<file path="config.mk">
export PLATFORM = sky130hd
export DESIGN_NAME = key_mode_ctrl
export DESIGN_NICKNAME = d
export VERILOG_FILES = /design/src/rtl/key_mode_ctrl.sv
export SDC_FILE = /design/constraint.sdc
export NUM_CORES = 1
export LEC_CHECK = 0
export ABC_AREA = 1
export BUFFER_PORTS_ARGS = -buffer_cell sky130_fd_sc_hd__buf_2
export CAP_MARGIN = 20
export CORE_MARGIN = 3
export CORE_UTILIZATION = 65
export DETAILED_ROUTE_END_ITERATION = 8
export HOLD_SLACK_MARGIN = 0.12
export PLACE_DENSITY = 0.85
export SLEW_MARGIN = 15
export SYNTH_ARGS = -nofsm -noshare
export SYNTH_HDL_FRONTEND = slang
export SYNTH_SLANG_ARGS = --single-unit
</file>
<file path="constraint.sdc">
create_clock -name clk -period 5.4 [get_ports clk]
set_input_delay 0.81 -clock clk [delete_from_list [all_inputs] [get_ports clk]]
set_output_delay 0.81 -clock clk [all_outputs]
set_load 0.05 [all_outputs]
</file>
<file path="src/rtl/key_mode_ctrl.sv">
// key_mode_ctrl: two-key push-button front end producing a latched 2-bit display mode.
// Each key runs through a 2-flop synchroniser, a debouncer and a press classifier
// (short press fires on release, long press fires after a hold time). Short presses
// toggle individual mode bits; any long press clears the mode.
module key_mode_ctrl #(
    parameter int unsigned DEBOUNCE_CYCLES = 1_000_000,
    parameter int unsigned LONG_CYCLES     = 50_000_000
) (
    input  logic       clk,
    input  logic       rst_n,
    input  logic       key_slow,
    input  logic       key_fast,
    output logic [1:0] key_state,
    output logic [1:0] press_pulse,
    output logic [1:0] long_pulse,
    output logic [1:0] mode
);

    localparam int DB_W   = $clog2(DEBOUNCE_CYCLES);
    localparam int HOLD_W = $clog2(LONG_CYCLES);

    localparam logic [DB_W-1:0]   DB_MAX   = DB_W'(DEBOUNCE_CYCLES - 1);
    localparam logic [HOLD_W-1:0] HOLD_MAX = HOLD_W'(LONG_CYCLES - 1);

    typedef enum logic [1:0] {
        IDLE    = 2'd0,
        PRESSED = 2'd1,
        HELD    = 2'd2
    } press_state_t;

    // ---- stage p0/p1: synchroniser (raw keys are active-low, released level is 1)
    logic [1:0] sync_p0;
    logic [1:0] sync_p1;

    // Two-flop synchroniser for both raw keys; resets to the released level.
    always_ff @(posedge clk or negedge rst_n) begin
        if (!rst_n) begin
            sync_p0 <= 2'b11;
            sync_p1 <= 2'b11;
        end else begin
            sync_p0 <= {key_fast, key_slow};
            sync_p1 <= sync_p0;
        end
    end

    generate
        for (genvar g = 0; g < 2; g++) begin : g_chan
            // ---- debounce stage: accept a level only after DEBOUNCE_CYCLES stable cycles
            logic [DB_W-1:0]   db_cnt;
            logic              db_level;
            logic              pressed_lvl;
            logic              mismatch;
            logic              flip;
            logic              rise;
            logic              fall;

            // ---- classify stage: press FSM and hold counter
            press_state_t      state;
            logic [HOLD_W-1:0] hold_cnt;
            logic              press_q;
            logic              long_q;

            // Synchronised level converted to "1 = pressed".
            assign pressed_lvl = ~sync_p1[g];
            assign mismatch    = pressed_lvl ^ db_level;
            assign flip        = mismatch && (db_cnt == DB_MAX);
            // The FSM reacts on the same edge that key_state flips, so pulse timing is
            // referenced directly to the debounced edge.
            assign rise        = flip && pressed_lvl;
            assign fall        = flip && !pressed_lvl;

            // Debouncer: count consecutive mismatched cycles, flip the level at the limit.
            always_ff @(posedge clk or negedge rst_n) begin
                if (!rst_n) begin
                    db_cnt   <= '0;
                    db_level <= 1'b0;
                end else if (!mismatch) begin
                    db_cnt <= '0;
                end else if (flip) begin
                    db_level <= pressed_lvl;
                    db_cnt   <= '0;
                end else begin
                    db_cnt <= db_cnt + 1'b1;
                end
            end

            // Press FSM: short press fires on release, long press fires once at hold limit.
            always_ff @(posedge clk or negedge rst_n) begin
                if (!rst_n) begin
                    state    <= IDLE;
                    hold_cnt <= '0;
                    press_q  <= 1'b0;
                    long_q   <= 1'b0;
                end else begin
                    press_q <= 1'b0;
                    long_q  <= 1'b0;
                    case (state)
                        IDLE: begin
                            if (rise) begin
                                state    <= PRESSED;
                                hold_cnt <= '0;
                            end
                        end
                        PRESSED: begin
                            if (fall) begin
                                state   <= IDLE;
                                press_q <= 1'b1;
                            end else if (hold_cnt == HOLD_MAX) begin
                                // Counter stays at its maximum from here on (saturates in HELD).
                                state  <= HELD;
                                long_q <= 1'b1;
                            end else begin
                                hold_cnt <= hold_cnt + 1'b1;
                            end
                        end
                        HELD: begin
                            // Release after a long press is silent.
                            if (fall) begin
                                state <= IDLE;
                            end
                        end
                        default: begin
                            state <= IDLE;
                        end
                    endcase
                end
            end

            assign key_state[g]   = db_level;
            assign press_pulse[g] = press_q;
            assign long_pulse[g]  = long_q;
        end
    endgenerate

    // ---- mode stage: latched mode register, lags the pulses by one cycle
    // Mode update: any long press clears, otherwise short presses toggle their bit.
    always_ff @(posedge clk or negedge rst_n) begin
        if (!rst_n) begin
            mode <= 2'b00;
        end else if (|long_pulse) begin
            mode <= 2'b00;
        end else begin
            mode <= mode ^ press_pulse;
        end
    end

endmodule

</file>
[Yosys cells after proc, flatten, opt, wreduce, memory -nomap -nowiden]
Index checks and enable logic that the tools add are counted.
Storage, ports and cells
  bits in registers: 108
  input bits: 4
  logic and storage cells: 92
Operators by class
  add/sub/neg operators: 4
  equal/unequal tests: 18
  multiplexer cells: 33
  bitwise logic cells: 5
  reductions and logical operators: 17
Operators with widths (number)
  26-bit 2-to-1 mux: 6
  26-bit one-hot mux with 2 select lines: 2
  20-bit 2-to-1 mux: 4
  26-bit by 1-bit adder with 26-bit output, second input constant: 2
  26-bit == test, second input constant: 2
  20-bit by 1-bit adder with 20-bit output, second input constant: 2
  20-bit == test, second input constant: 2
  2-bit 2-to-1 mux: 9
  2-bit inequality test, second input constant: 8
  2-bit one-hot mux with 3 select lines: 2
  1-bit 2-to-1 mux: 10
  4-bit AND reduction: 2
  1-bit logical AND: 6
  3-bit inequality test, second input constant: 2
  3-bit AND reduction: 2
  2-bit by 1-bit == test with 1-bit output, second input constant: 2
  2-bit == test, second input constant: 2
  2-bit logical NOT: 2
  2-bit AND reduction: 2
  2-bit nonzero test: 2
  1-bit NOT: 2
  2-bit OR reduction: 1
  1-bit bitwise XOR: 2
  2-bit bitwise XOR: 1

[Longest topological paths before layout]
Gate-level depths: netlist of run 1.
  depth in word-level cells: 6
  depth in mapped cells: 12
  gate-level depth less buffers: 11

[Worst setup path after synthesis of run 1]
Ideal clock, no wire load.
  path kind: register to register
  from: reg g_chan[0].hold_cnt[0]
  to: reg g_chan[0].hold_cnt[7]
  setup time: 117 ps
  arrival: 1556 ps
  setup slack: 3727 ps
  stages on the path, launching flop included: 12
  buffers on the path: 1
  clock period less this slack: 1673 ps
  cells stage by stage: dfrtp_1 -> ha_1 -> nand2_1 -> nor2_1 -> nand2_1 -> nor3_1 -> nand2_1 -> nand3_4 -> nand2_4 -> buf_6 -> nand2_1 -> nand2_1
On the way
  cells in the longest elaborated chain, start to end: 4
  elaborated cells on any way between the ends: 7
  classes of those cells: add/sub: 1; eq/ne: 2; mux: 3; reduce/logical: 1
Ends and longest elaborated chain
  from (decl): RTL line 59  | logic [HOLD_W-1:0] hold_cnt;
  from (signal assigned): RTL line 113  | hold_cnt <= hold_cnt + 1'b1;
  26-bit by 1-bit adder with 26-bit output: RTL line 113
  26-bit 2-to-1 mux: RTL line 108  | end else if (hold_cnt == HOLD_MAX) begin
  26-bit 2-to-1 mux: RTL line 105  | if (fall) begin
  26-bit one-hot mux with 2 select lines: RTL line 97  | case (state)
Several ways; a longest one is shown, not always the timed one. The select of a mux whose other input is x is not followed.
A chain may end at the register's enable or synchronous reset.

[Worst setup path in the final report of run 1]
  from: reg g_chan[1].db_cnt[1]
  to: reg g_chan[1].hold_cnt[2]
On the way
  cells in the longest elaborated chain, start to end: 5
  elaborated cells on any way between the ends: 7
  classes of those cells: eq/ne: 3; reduce/logical: 4
Ends and longest elaborated chain
  from (decl): RTL line 49  | logic [DB_W-1:0] db_cnt;
  from (signal assigned): RTL line 83  | db_cnt <= db_cnt + 1'b1;
  20-bit == test (*): RTL line 66  | assign flip = mismatch && (db_cnt == DB_MAX);
  1-bit logical AND (*): RTL line 66
  1-bit logical AND, on equally long branches: RTL line 70, 69
  2-bit inequality test (no line)
  4-bit AND reduction (no line) (*)
  to (signal assigned): RTL line 113
  to (decl): RTL line 59
Every way passes the cells marked *; elsewhere a longest branch is shown, timed or not.

==> results_dict.tcl, run 1 <==
set metrics [dict create \
    yosys.area.top_type "dfrtp_1" \
    setup.worst_path.class "reg -> reg" \
    io_buffers 11 \
    start_util 0.682 \
    clock-sinks 108 \
    num_antenna_cells 0 \
    insertion_delay_ns 0.38 \
    ctsHtreeMaxLevel 3 \
    fin_skew_ns 0.00953 \
    cpMostUsedCell "nand2_1" \
    grt_max_degree 78 \
    clk_pin_slew_ns 0.10 \
    slew_viol_final 0 \
    status "finished clean" \
    path_delay_family "simple AND/OR/NAND/NOR gates" \
    max_slew_margin 0.368 \
    final_cell_mix "264 x nand2_1, 149 x nor2_1, 104 x dfrtp_1, 101 x inv_1, 73 x nand3_1" \
    cellLeakagePower_nw 3.27 \
    synthArstFlopShare 1.00 \
    synth_cell_types 40 \
    die_y_um 106 \
    gp_congestion 0.985 \
    grt_antenna_before_repair 0 \
    cp.required_ns 5.66 \
    clockRootBuffer "clkbuf_8" \
    routed_wl_um 14100 \
    synth_edf_count 0 \
    cpPeakStageDelay_ns 0.65 \
    hp-class "reg -> reg" \
    dr.first_iter.drc_count 486 \
    period_needed_ns 2.38 \
    crit_path_top_delay_cell "nand2_1" \
    crit_fanout 27 \
    synth-seq-cells 108 \
    vias_per_cell 5.57 \
    grtUsageTotal 0.266 \
    cts_tree "yes" \
    cts_hold_buf 0 \
    rsz0062_at_grt "no" \
    setup_violations 0 \
    ir_worst_vdd_v 0.000245 \
    drv_cap 0 \
    cts_buffer_depth 2 \
    rows 35 \
    yosysWarningCount 0 \
    drive_above_1_share 0.0554 \
    vias 5851 \
    cp.arrival_ns 2.64 \
    dp_slack_ns 3.08 \
    syn-num-nets 921 \
    drtPass1Iterations 5 \
    synth_top_area_frac 0.403 \
    cts_resized 0 \
    synth_seq_area_share 0.420 \
    netlist_instances 913 \
    grt_overflow 0 \
    hpwlAfterDp_um 10100 \
    fp.dieArea_um2 11200 \
    final_nets 924 \
    cp_num_buf_inv 0 \
    core_um2 9460 \
    start_kind "register" \
    end_kind "register" \
    cts_buffers 9 \
    grt_pass1_vias 5443 \
    tns_ns 0 \
    fin_crit_sh 0.441 \
    hold_violations 0 \
    die_w_um 106 \
    drc 0 \
    power_density_nw_per_um2 209 \
    worst_slack_ns 3.02 \
    mostFrequentLayoutCell "nand2_1" \
    ant_nets 0 \
    netlist_area_um2 6450 \
    tightest_slew_ns 0.948 \
    postCtsSetupBuffers 0 \
    grt_pass1_wl_um 24700 \
    pin_count 12 \
    fmax_mhz 420 \
    syn2layout_area_growth_pct 5.10 \
    synth_area_leaders "dfrtp_1 40%, nand2_1 15%, nor2_1 8.7%, inv_1 5.9%, nand3_1 5.7%" \
    synthFlopType "dfrtp_1" \
    wl_per_cell_um 13.4 \
    synth_area_per_cell_um2 7.07 \
    cp_cell_sequence "ha_1, nand2_1, nor2_4, nand2_1, nor2_2, nand4_1, nand2_1, nor2_2, nand2_1, nand2_1" \
]
synthesized netlist by cell type (all sizes together) (4+ instances only):
cell type  number
nand2         267
nor2          155
dfrtp         104
inv           104
nand3          75
o21ai          36
nor3           31
xor2           27
nand4          23
a21oi          19
buf            17
xnor2          12
nand3b          9
nor3b           6
dfstp           4
ha              4
state kept, by name, summed over array words and instances, names as in the netlist:
signal	flops
mode	2
g_chan.long_q	2
g_chan.hold_cnt	52
sync_p1	2
g_chan.state	4
sync_p0	2
g_chan.db_cnt	40
g_chan.press_q	2
g_chan.db_level	2
metrics by stage:
step | hold slack, ns | std cells | instance area (um^2) | total power (W) | util
after floorplan | 0.345 | 913 | 6450 | 0.000846 | -
after global placement | 0.347 | 1034 | 6550 | 0.000867 | 0.692
after detailed placement | 0.347 | 1034 | 6550 | 0.000868 | 0.692
after CTS | 0.357 | 1050 | 6780 | 0.00143 | 0.717
after global routing | 0.360 | 1050 | 6780 | 0.00147 | 0.717
final | 0.359 | 1050 | 6780 | 0.00142 | 0.717
final timing paths:
kind                                          start                    end  slack, ns  depth (start not counted)
min in group asynchronous                     rst_n    g_chan[0].db_cnt[8]       0.58                          1
worst min register to register           sync_p0[1]             sync_p1[1]       0.36                          0
max in group asynchronous                     rst_n             sync_p0[1]       3.82                          2
worst max-delay path            g_chan[1].db_cnt[1]  g_chan[1].hold_cnt[2]       3.02                         10
worst max register to register  g_chan[1].db_cnt[1]  g_chan[1].hold_cnt[2]       3.02                         10
worst min-delay path                     sync_p0[1]             sync_p1[1]       0.36                          0
area by class of cell:
class,count,area [um^2]
multi-input combinational,679,3210
fill,752,2680
inverter,106,398
tap,129,161
clock buffer,11,151
clock inverter,5,82.6
sequential,108,2710
timing repair buffer,12,65.1
report_power, final:
group          internal [W]   total, W  switching (W)  leakage [nW]
Clock              0.000288   0.000565       0.000277         0.120
Combinational    0.00000666  0.0000328      0.0000262          1.66
Sequential         0.000814   0.000818     0.00000379          1.49
Total               0.00111    0.00142       0.000307          3.27
logic make-up after synthesis:
logic type | Yosys count | share of synthesized area
xor+xnor | 39 | 0.0541
buf+inv | 126 | 0.0820
simple gates | 575 | 0.387
flops | 108 | 0.420
fa+ha+maj | 4 | 0.00776
compound gates | 61 | 0.0498
routing by layer:
metal | track usage | wire [um] | up-vias
li1 | - | - | 2898
met1 | 0.362 | 6220 | 2766
met2 | 0.453 | 7010 | 173
met3 | 0.0533 | 775 | 14
met4 | 0.0407 | 105 | 0
met5 | 0 | 0 | -
Power figures use the tool's default switching activity.
==> inputs of run 2 (changes only) <==
--- a/config.mk
+++ b/config.mk
@@ -9,10 +9,10 @@
 export BUFFER_PORTS_ARGS = -buffer_cell sky130_fd_sc_hd__buf_2
 export CAP_MARGIN = 20
 export CORE_MARGIN = 3
-export CORE_UTILIZATION = 65
+export CORE_UTILIZATION = 57
 export DETAILED_ROUTE_END_ITERATION = 8
 export HOLD_SLACK_MARGIN = 0.12
-export PLACE_DENSITY = 0.85
+export PLACE_DENSITY = 0.79
 export SLEW_MARGIN = 15
 export SYNTH_ARGS = -nofsm -noshare
 export SYNTH_HDL_FRONTEND = slang
==> constraint.sdc (replaced) <==
create_clock -name clk -period 2 [get_ports clk]
set_input_delay 0.3 -clock clk [delete_from_list [all_inputs] [get_ports clk]]
set_output_delay 0.3 -clock clk [all_outputs]
set_load 0.05 [all_outputs]
==> results_dict.tcl, run 2 (synthesis gave the netlist of run 1 again) <==
set metrics [dict create \
    grtUsageTotal 0.236 \
    vias 5770 \
    tightest_slew_ns 0.498 \
    rows 38 \
    postCtsSetupBuffers 0 \
    hold_end "sync_p1[1]" \
    dp_cells 1070 \
    start_kind "register" \
    ir_worst_vdd_v 0.000720 \
    rr_worst_depth 11 \
    dr.first_iter.drc_count 440 \
    io_buffers 11 \
    insertion_delay_ns 0.36 \
    drive_above_1_share 0.0864 \
    routed_wl_um 14000 \
    gp_congestion 0.944 \
    period_needed_ns 1.83 \
    fin_skew_ns 0.00794 \
    end_kind "register" \
    cts_buffer_depth 2 \
    num_antenna_cells 0 \
    setup.worst_path.class "reg -> reg" \
    ant_nets 0 \
    clock-sinks 108 \
    final_cell_mix "263 x nand2_1, 147 x nor2_1, 104 x dfrtp_1, 101 x inv_1, 73 x nand3_1" \
    rrSetupSlack_ns 0.17 \
    power_density_nw_per_um2 571 \
    largest_register_ffs 52 \
    grt_antenna_before_repair 0 \
    cts_buffers 9 \
    grt_pass1_vias 5425 \
    fin_cells 1089 \
    cpPeakStageDelay_ns 0.36 \
    slew_viol_final 0 \
    cpMostUsedCell "nand2_1" \
    final_nets 952 \
    status "finished clean" \
    fp.dieArea_um2 12600 \
    setup_violations 0 \
    vias_per_cell 5.30 \
    core_um2 10900 \
    holdPathStages 0 \
    hold_violations 0 \
    start_util 0.590 \
    rsz0062_at_grt "yes" \
    cp.required_ns 2.24 \
    fmax_mhz 548 \
    pin_count 12 \
    drc 0 \
    cts_tree "yes" \
    ctsHtreeMaxLevel 3 \
    drv_cap 0 \
    drtPass1Iterations 5 \
    regToRegEndpoint "g_chan[1].hold_cnt[7]" \
    reg2reg_from "g_chan[1].db_cnt[0]" \
    hpwlAfterDp_um 10200 \
    fin_crit_sh 0.913 \
    critPathLaunch "g_chan[1].db_cnt[0]" \
    crit_fanout 15 \
    min-delay-start "sync_p0[1]" \
    hp-class "reg -> reg" \
    grt_max_degree 49 \
    syn2layout_area_growth_pct 10.6 \
    die_y_um 112 \
    clk_pin_slew_ns 0.08 \
    cp_cell_sequence "ha_1, nand2_1, nor2_4, nand2_1, nor2_2, nand3_1, nand2_1, nand2_2, buf_4, o21ai_0, nand2_1" \
    clockRootBuffer "clkbuf_16" \
    grt_overflow 0 \
    cellLeakagePower_nw 3.44 \
    top_regs "g_chan.hold_cnt (52), g_chan.db_cnt (40), g_chan.state (4)" \
    crit_path_top_delay_cell "dfrtp_1" \
    grt_pass1_wl_um 24700 \
    die_w_um 112 \
    max_slew_margin 0.665 \
    power_w 0.00407 \
    cp.arrival_ns 2.07 \
    wl_per_cell_um 12.9 \
    mostFrequentLayoutCell "nand2_1" \
    top_register "g_chan.hold_cnt" \
]
## run 2: cell types whose count changed in the layout (fill, tap and decap cells not counted), moves of 2 or more
| cell | delta |
|---|---|
| buf_12 | +3 |
| buf_4 | +22 |
| bufinv_16 | -2 |
| clkbuf_16 | +9 |
| clkbuf_8 | -11 |
| clkinvlp_4 | +2 |
| dlygate4sd3_1 | +3 |
| inv_8 | +2 |
| nor2_1 | -2 |
| nor3_1 | -2 |
| nor3_2 | +2 |
| o21ai_0 | -2 |
| o21ai_1 | +2 |
## run 2: layout make-up
cell class	instances	area, um^2
flip-flops and latches	108	2710
fillers	962	3800
well taps	140	175
inverters	106	402
multi-input cells	679	3240
repair buffers	40	320
clock inverters	7	68.8
clock buffers	9	225
## run 2: power by group
| part | internal, W | leakage, nW | switching [W] |
|---|---|---|---|
| Clock | 0.000878 | 0.143 | 0.000880 |
| Combinational | 0.0000328 | 1.80 | 0.0000745 |
| Sequential | 0.00220 | 1.49 | 0.0000112 |
| Total | 0.00311 | 3.44 | 0.000965 |
## run 2: how the worst max path moves through the flow
stage / slack (ns) / to
3_3_place_gp: -0.10 / g_chan[1].hold_cnt[25]
5_1_grt: -0.02 / g_chan[0].db_cnt[14]
2_1_floorplan: 0.33 / g_chan[0].hold_cnt[7]
3_5_place_dp: -0.18 / g_chan[1].hold_cnt[22]
4_1_cts: 0.08 / g_chan[1].hold_cnt[25]
6_report: 0.17 / g_chan[1].hold_cnt[7]
## run 2: what timing repair did
action / 4_1_cts / 5_1_grt
resized for setup: 1 / 8
cloned: 0 / 0
hold buffers: 3 / 0
pin swaps: 0 / 0
setup endpoints to repair: 14 / 53
hold endpoints to repair: 25 / 0
## run 2: layer usage
layer | global-route usage | wire length (um) | up-vias
li1 | - | - | 2949
met1 | 0.325 | 6540 | 2682
met2 | 0.381 | 6650 | 123
met3 | 0.0464 | 626 | 16
met4 | 0.0697 | 183 | 0
met5 | 0 | 0 | -
## run 2: worst max-delay path: cells and delay by family (launching register included)
kind,cells,cell delay (ns)
adders and majority gates,1,0.18
AOI/OAI and AO/OA,1,0.18
and+or+nand+nor,8,0.81
buffers and inverters,1,0.19
DFF,1,0.36
## run 2: per-stage QoR
| step | setup TNS [ns] | util | instance area, um^2 | worst slack [ns] | hold WS, ns |
|---|---|---|---|---|---|
| global placement | -0.989 | 0.620 | 6790 | -0.105 | 0.250 |
| CTS | 0 | 0.650 | 7110 | 0.0830 | 0.367 |
| floorplan | 0 | - | 6450 | 0.327 | 0.00441 |
| finish | 0 | 0.653 | 7140 | 0.174 | 0.364 |
| detailed placement | -2.15 | 0.620 | 6790 | -0.183 | 0.253 |
| global route | -0.0294 | 0.653 | 7140 | -0.0150 | 0.374 |
==> inputs of run 3 (changes only) <==
--- a/config.mk
+++ b/config.mk
@@ -17,3 +17,4 @@
 export SYNTH_ARGS = -nofsm -noshare
 export SYNTH_HDL_FRONTEND = slang
 export SYNTH_SLANG_ARGS = --single-unit
+export TNS_END_PERCENT = 10
==> constraint.sdc (replaced) <==
create_clock -name clk -period 2 [get_ports clk]
set_input_delay 0.3 -clock clk [delete_from_list [all_inputs] [get_ports clk]]
set_output_delay 0.3 -clock clk [all_outputs]
set_load 0.005 [all_outputs]
==> results_dict.tcl, run 3 (synthesis gave the netlist of run 1 again) <==
set metrics [dict create \
    status "finished clean" \
    dpl_cell_area_um2 6790 \
    cts_buffers 9 \
    period_needed_ns 1.85 \
    clockRootBuffer "clkbuf_16" \
    grt_pass1_vias 5425 \
    syn2layout_area_growth_pct 10.5 \
    cp_cell_sequence "ha_1, nand3_2, nor2_4, nand2_1, nor3_1, nor2_4, nand3b_1, nand2_1" \
    grt_pass1_wl_um 24700 \
    num_antenna_cells 0 \
    cp_num_buf_inv 0 \
    cp.required_ns 2.24 \
    wl_per_cell_um 12.9 \
    final_cell_mix "263 x nand2_1, 147 x nor2_1, 104 x dfrtp_1, 101 x inv_1, 73 x nand3_1" \
    cts_buffer_depth 2 \
    final_nets 952 \
    fin_skew_ns 0.00781 \
    clock-sinks 108 \
    dr.first_iter.drc_count 431 \
    drtPass1Iterations 4 \
    rows 38 \
    cpPeakStageDelay_ns 0.42 \
    insertion_delay_ns 0.36 \
    core_um2 10900 \
    setup_violations 0 \
    fin_crit_sh 0.924 \
    met3_usage 0.0464 \
    fp.dieArea_um2 12600 \
    end_kind "register" \
    die_w_um 112 \
    crit_path_top_delay_cell "nor3_1" \
    rsz0062_at_grt "yes" \
    path_delay_family "simple AND/OR/NAND/NOR gates" \
    ir_worst_vdd_v 0.000720 \
    cp.arrival_ns 2.09 \
    hp-class "reg -> reg" \
    start_util 0.590 \
    max_slew_margin 0.652 \
    vias_per_cell 5.29 \
    grt_use_met1 0.325 \
    top_regs "g_chan.hold_cnt (52), g_chan.db_cnt (40), g_chan.state (4)" \
    grt_busiest_layer "met2" \
    setup.worst_path.class "reg -> reg" \
    dp_cells 1070 \
    grt_antenna_before_repair 0 \
    routed_wl_um 14000 \
    slew_viol_final 0 \
    use_met2 0.381 \
    ctsHtreeMaxLevel 3 \
    grt_max_degree 49 \
    postCtsSetupBuffers 0 \
    io_buffers 11 \
    fin_cells 1089 \
    mostFrequentLayoutCell "nand2_1" \
    fin_area_um2 7130 \
    drv_cap 0 \
    hold_violations 0 \
    gp_congestion 0.944 \
    pin_count 12 \
    vias 5766 \
    clk_pin_slew_ns 0.08 \
    cellLeakagePower_nw 3.44 \
    ant_nets 0 \
    tightest_slew_ns 0.518 \
    grtUsageTotal 0.236 \
    power_density_nw_per_um2 572 \
    largest_register_ffs 52 \
    drive_above_1_share 0.0854 \
    drc 0 \
    top_register "g_chan.hold_cnt" \
    cts_tree "yes" \
    grt_overflow 0 \
    hold-worst-slack_ns 0.364 \
    utilization 0.652 \
    hpwlAfterDp_um 10200 \
    start_kind "register" \
    die_y_um 112 \
    fmax_mhz 541 \
    crit_fanout 14 \
]
==> run 3: changes by cell type in the layout (fill, tap and decap cells not counted) <==
| cell | previous run | this run |
|---|---|---|
| nor3_1 | 29 | 30 |
| nor3_2 | 2 | 1 |
==> run 3: path summary, 6_finish.rpt <==
| kind | from | depth (start not counted) | slack, ns | end |
|---|---|---|---|---|
| worst max-delay path | g_chan[1].hold_cnt[1] | 8 | 0.15 | g_chan[1].hold_cnt[22] |
| worst min-delay path | sync_p0[1] | 0 | 0.36 | sync_p1[1] |
| worst max register to register | g_chan[1].hold_cnt[1] | 8 | 0.15 | g_chan[1].hold_cnt[22] |
| worst min register to register | sync_p0[1] | 0 | 0.36 | sync_p1[1] |
| max in group asynchronous | rst_n | 3 | 1.02 | g_chan[1].hold_cnt[9] |
| min in group asynchronous | rst_n | 2 | 0.40 | g_chan[1].db_cnt[17] |
==> run 3: timing repair <==
action / in CTS / in global routing
hold buffers: 3 / 0
hold endpoints to repair: 25 / 0
resized for setup: 1 / 7
pin swaps: 0 / 0
endpoints found under the setup margin: 14 / 53
==> run 3: metrics by stage <==
step                      total power, W  setup TNS, ns  worst slack (ns)
after floorplan                  0.00228              0             0.327
final                            0.00408              0             0.152
after global routing             0.00423        -0.0336           -0.0150
after global placement           0.00235         -0.989            -0.105
after CTS                        0.00411              0            0.0830
after detailed placement         0.00236          -2.15            -0.183
==> run 3: layout make-up <==
cell class,instances,area [um^2]
clock buffer,9,225
clock inverter,7,68.8
sequential,108,2710
inverter,106,402
tap,140,175
multi-input combinational,679,3230
timing repair buffer,40,320
fill,962,3800
==> run 3: layer usage <==
metal / routed length, um / up-vias / share of wire
met3: 601 / 16 / 0.043
met4: 195 / 0 / 0.014
met5: 0 / - / 0
met2: 6620 / 111 / 0.47
met1: 6590 / 2685 / 0.47
li1: - / 2954 / -
==> run 3: worst register-to-register path: stages, from the launching register on <==
cell,delay (ns)
dfrtp_1,0.37
ha_1,0.25
nand3_2,0.13
nor2_4,0.11
nand2_1,0.10
nor3_1,0.42
nor2_4,0.18
nand3b_1,0.12
nand2_1,0.07
==> run 3: where the power goes <==
| part | switching (W) | internal, W |
|---|---|---|
| registers | 0.0000112 | 0.00220 |
| clock network | 0.000885 | 0.000878 |
| logic | 0.0000745 | 0.0000328 |
| total | 0.000970 | 0.00311 |
